<file path="src/rtl/ranger_pkg.sv">
// Shared definitions for the multi-channel ultrasonic ranger: FSM states, register map
// offsets relative to the window base, and control/status bit positions.
package ranger_pkg;

  typedef enum logic [2:0] {
    StIdle,
    StTrig,
    StWaitRise,
    StMeasure,
    StHoldoff
  } ranger_state_e;

  localparam logic [15:0] ChOffset     = 16'h0000;
  localparam logic [15:0] CtrlOffset   = 16'h0040;
  localparam logic [15:0] StatusOffset = 16'h0044;
  localparam logic [15:0] WinSize      = 16'h0080;

  localparam int unsigned CtrlEnableBit = 0;
  localparam int unsigned CtrlContBit   = 1;
  localparam int unsigned CtrlIrqEnBit  = 2;

  localparam int unsigned StatusDoneBit = 0;
  localparam int unsigned StatusChLsb   = 8;

  localparam int unsigned ChValidBit   = 31;
  localparam int unsigned ChTimeoutBit = 30;

endpackage

</file>
<file path="src/rtl/echo_sync.sv">
// One-bit two-flop synchroniser for an asynchronous sensor echo line.
module echo_sync (
  input  logic clk,
  input  logic reset_l,
  input  logic d,
  output logic q
);

  logic meta_q;

  always_ff @(posedge clk or negedge reset_l) begin
    if (!reset_l) begin
      meta_q <= 1'b0;
      q      <= 1'b0;
    end else begin
      meta_q <= d;
      q      <= meta_q;
    end
  end

endmodule

</file>
<file path="src/rtl/avalon_multi_ranger.sv">
// Round-robin ultrasonic ranger: pings one channel at a time, times its echo with a shared
// timer/counter, and exposes per-channel results plus control/status over a simple bus.
module avalon_multi_ranger
  import ranger_pkg::*;
#(
  parameter int unsigned N_CH           = 4,
  parameter int unsigned COUNT_W        = 22,
  parameter int unsigned TRIG_CYCLES    = 500,
  parameter int unsigned TIMEOUT_CYCLES = 2**21,
  parameter int unsigned HOLDOFF_CYCLES = 3000000,
  parameter logic [15:0] BASE_ADDR      = 16'h0900
) (
  input  logic            clk,
  input  logic            reset_l,
  input  logic            io_select,
  input  logic            write,
  input  logic [15:0]     address,
  input  logic [31:0]     write_data,
  output logic [31:0]     read_data,
  input  logic [N_CH-1:0] echo,
  output logic [N_CH-1:0] trigger,
  output logic            irq
);

  logic [N_CH-1:0] echo_s;

  for (genvar k = 0; k < N_CH; k++) begin : g_sync
    echo_sync u_echo_sync (
      .clk    (clk),
      .reset_l(reset_l),
      .d      (echo[k]),
      .q      (echo_s[k])
    );
  end

  ranger_state_e      state_q;
  logic [2:0]         ch_q;
  logic [31:0]        timer_q;
  logic [COUNT_W-1:0] count_q;
  logic [N_CH-1:0]    trigger_q;
  logic [N_CH-1:0]    echo_prev_q;
  logic [2:0]         ctrl_q;
  logic               scan_done_q;
  logic [31:0]        ch_data_q [N_CH];

  logic        unused_wdata;
  assign unused_wdata = ^write_data[31:3];

  // Bus decode
  logic [15:0] offset;
  logic        rd_en, wr_ctrl, wr_status, abort;
  logic [31:0] rd_val;

  always_comb begin
    offset    = address - BASE_ADDR;
    rd_en     = io_select && !write && (offset < WinSize);
    wr_ctrl   = io_select && write && (offset == CtrlOffset);
    wr_status = io_select && write && (offset == StatusOffset);
    abort     = wr_ctrl && !write_data[CtrlEnableBit] && (state_q != StIdle);

    rd_val = '0;
    if (offset == CtrlOffset) begin
      rd_val[2:0] = ctrl_q;
    end else if (offset == StatusOffset) begin
      rd_val[StatusDoneBit]        = scan_done_q;
      rd_val[StatusChLsb +: 3]     = ch_q;
    end else begin
      for (int k = 0; k < N_CH; k++) begin
        if (offset == ChOffset + 16'(4 * k)) rd_val = ch_data_q[k];
      end
    end
  end

  // Channel-scan datapath decisions shared by the FSM and the register file
  logic [7:0]      echo_pad, prev_pad;
  logic            echo_cur, echo_rise, last_ch, timed_out, hold_done, store, scan_end;
  logic [2:0]      next_ch;
  logic [N_CH-1:0] next_onehot;
  logic [31:0]     store_word;

  always_comb begin
    echo_pad    = 8'(echo_s);
    prev_pad    = 8'(echo_prev_q);
    echo_cur    = echo_pad[ch_q];
    echo_rise   = echo_cur && !prev_pad[ch_q];
    last_ch     = (ch_q == 3'(N_CH - 1));
    next_ch     = last_ch ? 3'd0 : ch_q + 3'd1;
    next_onehot = N_CH'(1) << next_ch;
    timed_out   = (timer_q == 32'(TIMEOUT_CYCLES - 1));
    hold_done   = (timer_q == 32'(HOLDOFF_CYCLES - 1));

    store      = 1'b0;
    store_word = '0;
    if (!abort) begin
      // A completed echo beats a timeout landing in the same cycle
      if (state_q == StMeasure && !echo_cur) begin
        store                      = 1'b1;
        store_word[COUNT_W-1:0]    = count_q;
      end else if ((state_q == StWaitRise || state_q == StMeasure) && timed_out) begin
        store                      = 1'b1;
        store_word[COUNT_W-1:0]    = '1;
        store_word[ChTimeoutBit]   = 1'b1;
      end
    end
    store_word[ChValidBit] = 1'b1;

    scan_end = !abort && (state_q == StHoldoff) && hold_done && last_ch;
  end

  always_ff @(posedge clk or negedge reset_l) begin
    if (!reset_l) begin
      state_q     <= StIdle;
      ch_q        <= 3'd0;
      timer_q     <= '0;
      count_q     <= '0;
      trigger_q   <= '0;
      echo_prev_q <= '0;
    end else begin
      echo_prev_q <= echo_s;
      if (abort) begin
        state_q   <= StIdle;
        ch_q      <= 3'd0;
        timer_q   <= '0;
        count_q   <= '0;
        trigger_q <= '0;
      end else begin
        case (state_q)
          StIdle: begin
            if (ctrl_q[CtrlEnableBit]) begin
              state_q   <= StTrig;
              ch_q      <= 3'd0;
              timer_q   <= '0;
              trigger_q <= N_CH'(1);
            end
          end
          StTrig: begin
            if (timer_q == 32'(TRIG_CYCLES - 1)) begin
              state_q   <= StWaitRise;
              timer_q   <= '0;
              trigger_q <= '0;
            end else begin
              timer_q <= timer_q + 32'd1;
            end
          end
          StWaitRise: begin
            timer_q <= timer_q + 32'd1;
            if (store) begin
              state_q <= StHoldoff;
              timer_q <= '0;
            end else if (echo_rise) begin
              state_q <= StMeasure;
              count_q <= COUNT_W'(1);
            end
          end
          StMeasure: begin
            timer_q <= timer_q + 32'd1;
            if (store) begin
              state_q <= StHoldoff;
              timer_q <= '0;
            end else begin
              count_q <= count_q + COUNT_W'(1);
            end
          end
          StHoldoff: begin
            if (hold_done) begin
              ch_q    <= next_ch;
              timer_q <= '0;
              if (!last_ch || ctrl_q[CtrlContBit]) begin
                state_q   <= StTrig;
                trigger_q <= next_onehot;
              end else begin
                state_q <= StIdle;
              end
            end else begin
              timer_q <= timer_q + 32'd1;
            end
          end
          default: state_q <= StIdle;
        endcase
      end
    end
  end

  always_ff @(posedge clk or negedge reset_l) begin
    if (!reset_l) begin
      ctrl_q      <= '0;
      scan_done_q <= 1'b0;
      read_data   <= '0;
      for (int k = 0; k < N_CH; k++) ch_data_q[k] <= '0;
    end else begin
      if (wr_ctrl) begin
        ctrl_q <= write_data[2:0];
      end else if (scan_end && !ctrl_q[CtrlContBit]) begin
        ctrl_q[CtrlEnableBit] <= 1'b0;
      end

      if (scan_end) begin
        scan_done_q <= 1'b1;
      end else if (wr_status && write_data[StatusDoneBit]) begin
        scan_done_q <= 1'b0;
      end

      if (rd_en) read_data <= rd_val;

      // A result store outranks the read-side valid clear
      for (int k = 0; k < N_CH; k++) begin
        if (store && ch_q == 3'(k)) begin
          ch_data_q[k] <= store_word;
        end else if (rd_en && offset == ChOffset + 16'(4 * k)) begin
          ch_data_q[k][ChValidBit] <= 1'b0;
        end
      end
    end
  end

  assign trigger = trigger_q;
  assign irq     = scan_done_q && ctrl_q[CtrlIrqEnBit];

endmodule

</file>
<file path="config.mk">
export PLATFORM = sky130hd
export DESIGN_NAME = avalon_multi_ranger
export DESIGN_NICKNAME = d
export VERILOG_FILES = /design/src/rtl/ranger_pkg.sv /design/src/rtl/echo_sync.sv /design/src/rtl/avalon_multi_ranger.sv
export SDC_FILE = /design/constraint.sdc
export NUM_CORES = 1
export LEC_CHECK = 0
export ABC_AREA = 1
export BUFFER_PORTS_ARGS = -buffer_cell sky130_fd_sc_hd__buf_2
export CORE_AREA = 5 5 158 160
export DETAILED_ROUTE_END_ITERATION = 8
export DIE_AREA = 0 0 163 165
export PLACE_DENSITY = 0.71
export REMOVE_ABC_BUFFERS = 1
export SKIP_LAST_GASP = 1
export SYNTH_ARGS = -nofsm -noshare
export SYNTH_HDL_FRONTEND = slang
export SYNTH_SLANG_ARGS = --single-unit
</file>
<file path="constraint.sdc">
create_clock -name clk -period 2.2 [get_ports clk]
set_input_delay 0.11 -clock clk [delete_from_list [all_inputs] [get_ports clk]]
set_output_delay 0.11 -clock clk [all_outputs]
set_load 0.03 [all_outputs]
</file>
# Word-level counts from Yosys, hierarchy flattened
# Index checks and enable logic that the tools add are counted.
# classes
n_shift,1
mux,65
eq_ne,24
addsub,4
magnitude_cmp,2
reduce_logical,53
# op_table
cell,n
2-to-1 mux 32 bit,9
2-to-1 mux 22 bit,7
case mux 32 bit (4 select lines),1
case mux 22 bit (2 select lines),1
2-to-1 mux 3 bit,13
"adder 32 x 1 -> 32 bit, second input constant",1
"equality test 16 x 4 -> 1 bit, second input constant",2
"equality test 16 x 7 -> 1 bit, second input constant",2
"equality test 32 x 21 -> 1 bit, second input constant",1
"equality test 32 x 22 -> 1 bit, second input constant",1
"equality test 32 x 9 -> 1 bit, second input constant",1
2-to-1 mux 29 bit,1
logical AND 1 bit,24
"adder 22 x 1 -> 22 bit, second input constant",1
2-to-1 mux 1 bit,21
2-to-1 mux 21 bit,1
"!= test 3 bit, second input constant",7
2-to-1 mux 4 bit,5
"equality test 16 x 3 -> 1 bit, second input constant",1
zero test 16 bit,1
"< comparator 16 x 8 -> 1 bit, second input constant",1
"subtractor 16 x 12 -> 16 bit, second input constant",1
case mux 3 bit (5 select lines),1
"equality test 3 x 2 -> 1 bit, second input constant",4
23 further kinds,41
# totals
output_inout_bits,37
elab_cells,175
regBits,208
in_bits,56

# Depth between registers and ports, before layout
# depth
ltp_word,12
depth_mapped,14

# Cells and area by module
# A second synthesis with hierarchy kept.
# hier_totals
cells_unflattened,1645
hier_area_um2,11616.1
# by_module_without_submodules
module,n_inst,area_per_inst_um2,cells_per_inst
avalon_multi_ranger,1,11415.9,1637
echo_sync,4,50.0,2

# Least setup slack after synthesis
# OpenSTA, ideal clock, no wires.
# synth_timing
kind,register to register
startpoint,reg timer_q[0]
endpoint,reg ch_data_q[53] (netlist bit)
path_slack_ns,0.073
t_required_ns,2.076
stages_incl_launch_ff,14
arrival_time_ns,2.003
setup_ns,0.124
path_cell_list,dfrtp_1 > ha_1 > inv_2 > nor2_4 > nand2_2 > nor2_4 > nand3_2 > nand2_2 > nand2_4 > nor3_4 > inv_2 > buf_6 > nand2_1 > o21ai_2
# synth_via
elab_chain_cells,6
# synth_lines
element,line,source
"start, declared",avalon_multi_ranger.sv:38,logic [31:0] timer_q;
"start signal, assigned",avalon_multi_ranger.sv:142,timer_q <= timer_q + 32'd1;
"start signal, assigned",avalon_multi_ranger.sv:146,timer_q <= timer_q + 32'd1;
"start signal, assigned",avalon_multi_ranger.sv:156,timer_q <= timer_q + 32'd1;
equality test 32 x 21 -> 1 bit *,avalon_multi_ranger.sv:89,timed_out = (timer_q == 32'(TIMEOUT_CYCLES - 1));
logical AND 1 bit *,avalon_multi_ranger.sv:99,end else if ((state_q == StWaitRise || state_q == StMeasure) && timed_out) begin
2-to-1 mux 1 bit,avalon_multi_ranger.sv:99,
2-to-1 mux 1 bit,avalon_multi_ranger.sv:96,if (state_q == StMeasure && !echo_cur) begin
2-to-1 mux 1 bit,avalon_multi_ranger.sv:94,if (!abort) begin
logical AND 1 bit,avalon_multi_ranger.sv:207,if (store && ch_q == 3'(k)) begin
"end signal, assigned by index",avalon_multi_ranger.sv:208,ch_data_q[k] <= store_word;
"end, declared",avalon_multi_ranger.sv:44,logic [31:0] ch_data_q [N_CH];
# Every way passes the cells marked *; elsewhere a longest branch is shown, timed or not.
# A chain may end at the register's enable or synchronous reset.

# Worst setup path in the final report
# layout_timing
startpoint,reg timer_q[1]
endpoint,reg ch_data_q[38] (netlist bit)
# Same word-level chain as after synthesis.

==> results.md <==
* Most common cell in the netlist: nand2_1
* Proportion of layout cells with a drive suffix above 1 at 11.82%
* # diodes at 0
* First-pass GRT wire length at ~53 mm
* Synth Flop Type: dfrtp_1
* Initial drt markers at ~960
* DIE AREA at 26900 um^2
* Final period utilization at 94.78%
* GRT Util Overall at 24.30%
* Reg clk slew, reported paths at 0.09 ns
* Post-route cell area at 13280 um^2
* Dpl cells at 2039
* # setup viols final at 0
* Vias per cell at 5.263
* DR WL/cell at approximately 15 um
* Total CTS buffers at 17
* I/O Pins at 93
* DRC at 0
* Post-DRT Antenna Nets at 0
* Largest net degree at the start of global routing at 69
* Detailed Route WL at 31.63 mm
* CP arrival at roughly 2.4 ns
* Number of synthesized flops with an enable pin at 0
* List of most frequent post-synthesis cells: nand2_1 (540), inv_1 (207), dfrtp_1 (200)
* CP max FO at 21
* Worst-skew pair later-pin latency at between 0.4 and 0.5 ns
* Layout area overhead at 15.84%
* Placement-stage cell area at between 10000 and 15000 um^2
* Max Fclk at 0.4796 GHz
* Ys async rst share at 100.0%
* CTS root buf: clkbuf_16
* Die Span X at 163 um
* Synth top area share at 43.66%
* Starting density of the core at roughly 50%
* Vias in the first global route at 10.63k
* Origin of the worst setup path: timer_q[1]$_DFFE_PN0P_
* Switching Fraction at between 40% and 50%
* Tmin final at 2.085 ns
* Placer's final routability congestion estimate at 1.008
* Slew @ Worst Pin at 0.6076 ns
* Hold Crit Start: write
* Required @ worst endpoint at approximately 2.5 ns
* Finished Layout Cells at 2079
* LEAKAGE at 6.656 nW
* Relative slew margins at 59.39%
* Clk pwr share at 23.6%
* Pwr dens at 1074 nW/um^2
* Post-Syn Instances at approximately 1.7k
* Fin. Hold Viols at 0
* Top post-synthesis cells by area: dfrtp_1 (44%), nand2_1 (18%), o21ai_0 (7.2%), inv_1 (6.8%), nand3_1 (6.6%)
* Most area-hungry cell type in the Yosys netlist: dfrtp_1
* Max Cap Viol at 0
* Unrepaired setup endpoints after global routing: true
* Syn avg cell area at 6.947 um^2
* Initial antenna violation count at 0
* Net Sw Power at 6.114 mW
* Synth Register Bits at 200
* Critical Setup Path Class: flop to flop
* Max Slew Vio Count at 0
* GRT overflow at 0
* # rows at 56
* TritonCTS clock tree: built
* Clock buffer depth at 2
* Setup crit end kind: flop
* Outcome: complete, no violations
* Core Region at around 23000 um^2
* Clock sink count at 200
* Logic pwr share at 39.6%
* Fraction of the yosys area taken by sequential cells at approximately 44%
* Sequential power share at 36.8%
* Mapped Area at 11460 um^2
* Clock Skew at 0.01829 ns
* Synth warnings at 0
* Via count at about 11k
* Peak VDD IR at 0.6694 mV
* Startpoint types: flop
* I/O Buffers at 55
* Die Y at 165 um
* Max H-tree Level at 4
* Post-DP HPWL at 22.48 mm
* Unique masters post-synth at 39
* Int Pwr at 8.151 mW
* Worst hold path type: input port to flop
* Reg2reg start: timer_q[1]$_DFFE_PN0P_
* Fin nets at 1810
* Drt first pass iters at 7
==> worst max-delay path, stage by stage, from the launching register on <==
cell and delay, ns:
dfrtp_1 0.40, ha_2 0.20, inv_2 0.05, nor2_4 0.11, nand2_2 0.09, nor2_4 0.16
nand3_2 0.12, nand2_2 0.12, nand2_4 0.10, nor3_4 0.15, inv_2 0.22, nand2_1 0.16
o21ai_2 0.06
==> cells in the final DEF (no fill, tap or decap), types with 4 or more instances in the layout <==
cell	n
nand4_1	24
nor2_1	145
nand3_1	150
clkinv_8	5
nor3_1	22
buf_2	54
buf_4	68
conb_1	8
nand2_2	6
inv_2	4
inv_1	206
dfrtp_1	200
nor2_4	5
nand2_1	537
a21oi_1	23
o21ai_2	11
buf_12	7
nand3_2	4
nor2_2	4
inv_12	5
ha_1	6
xnor2_1	4
xor2_1	23
o22ai_1	11
o21ai_1	4
clkbuf_16	17
o21ai_0	166
dlygate4sd3_1	7
==> per-layer routing <==
| layer | wire length [um] | vias to the layer above | track usage [%] | share of wire [%] |
|---|---|---|---|---|
| li1 | - | 5393 | - | - |
| met4 | 585 | 0 | 7.434 | 1.8 |
| met1 | 14190 | 5114 | 33.29 | 45 |
| met3 | 1925 | 48 | 3.394 | 6.1 |
| met5 | 0 | - | 0 | 0 |
| met2 | 14930 | 387 | 40.36 | 47 |
==> power groups by stage <==
stage / clock [mW] / combinational (mW) / sequential, mW
4_1_cts: 3.42 / 5.50 / 5.24
3_5_place_dp: 0 / 5.44 / 5.30
5_1_grt: 3.57 / 6.42 / 5.37
3_3_place_gp: 0 / 5.31 / 5.26
6_report: 3.37 / 5.65 / 5.25
2_1_floorplan: 0 / 3.36 / 5.35
==> flip-flops by register name, summed over array words and instances (netlist names) <==
name                       count
scan_done_q                    1
read_data                     24
trigger                        4
echo_prev_q                    4
state_q                        3
g_sync.u_echo_sync.meta_q      4
timer_q                       32
ctrl_q                         3
ch_q                           3
ch_data_q                     96
count_q                       22
g_sync.u_echo_sync.q           4
==> worst paths after layout <==
check,endpoint,cells after the start,slack (ns)
max in group asynchronous,count_q[20]$_DFFE_PN0P_,3,1.27
worst max-delay path,ch_data_q[38]$_DFFE_PN0P_,12,0.11
worst max register to register,ch_data_q[38]$_DFFE_PN0P_,12,0.11
worst min register to register,g_sync[3].u_echo_sync.q$_DFF_PN0_,0,0.35
min in group asynchronous,ch_data_q[117]$_DFFE_PN0P_,2,0.23
worst min-delay path,read_data[0]$_DFFE_PN0P_,4,0.05
==> through the flow <==
stage | TNS (ns) | utilization (%) | hold slack, ns | worst slack [ns] | power (mW)
3_3_place_gp | 0 | 53.74 | 0.1602 | 0.1172 | 10.57
4_1_cts | 0 | 56.81 | 0.02473 | 0.0007339 | 14.16
5_1_grt | -0.2845 | 57.08 | 0.04124 | -0.03771 | 15.36
6_report | 0 | 57.08 | 0.04907 | 0.1148 | 14.27
2_1_floorplan | -159.88 | - | -0.1856 | -1.311 | 8.704
3_5_place_dp | 0 | 53.74 | 0.1600 | 0.01449 | 10.75
==> final cells by class <==
type	count	area (um^2)
clock buffer	17	425.4
clock inverter	15	219.0
fill	2233	9985
inverter	213	808.3
multi-input combinational	1176	5390
sequential	200	5005
tap	319	399.1
timing repair buffer	139	1031
==> cells by family (layout without fill, tap and decap cells) <==
kind of cell	count (synthesis)	count (layout)	share of synthesized area, %
adders and majority gates	7	7	0.7641
buffers and inverters	281	384	9.879
and+or+nand+nor	910	910	33.15
other	1	8	0.03272
xor gates and xnor gates	27	27	2.063
AOI/OAI and AO/OA	224	224	10.45
DFF	200	200	43.66
==> repair_timing <==
| item | in CTS | in global routing |
|---|---|---|
| hold buffers | 7 | 0 |
| setup endpoints to repair | 0 | 97 |
| buffers inserted | 0 | 1 |
| gates resized for setup | 0 | 16 |
| endpoints found under the hold margin | 69 | 0 |
No activity file was read; power rests on OpenSTA's default activity.
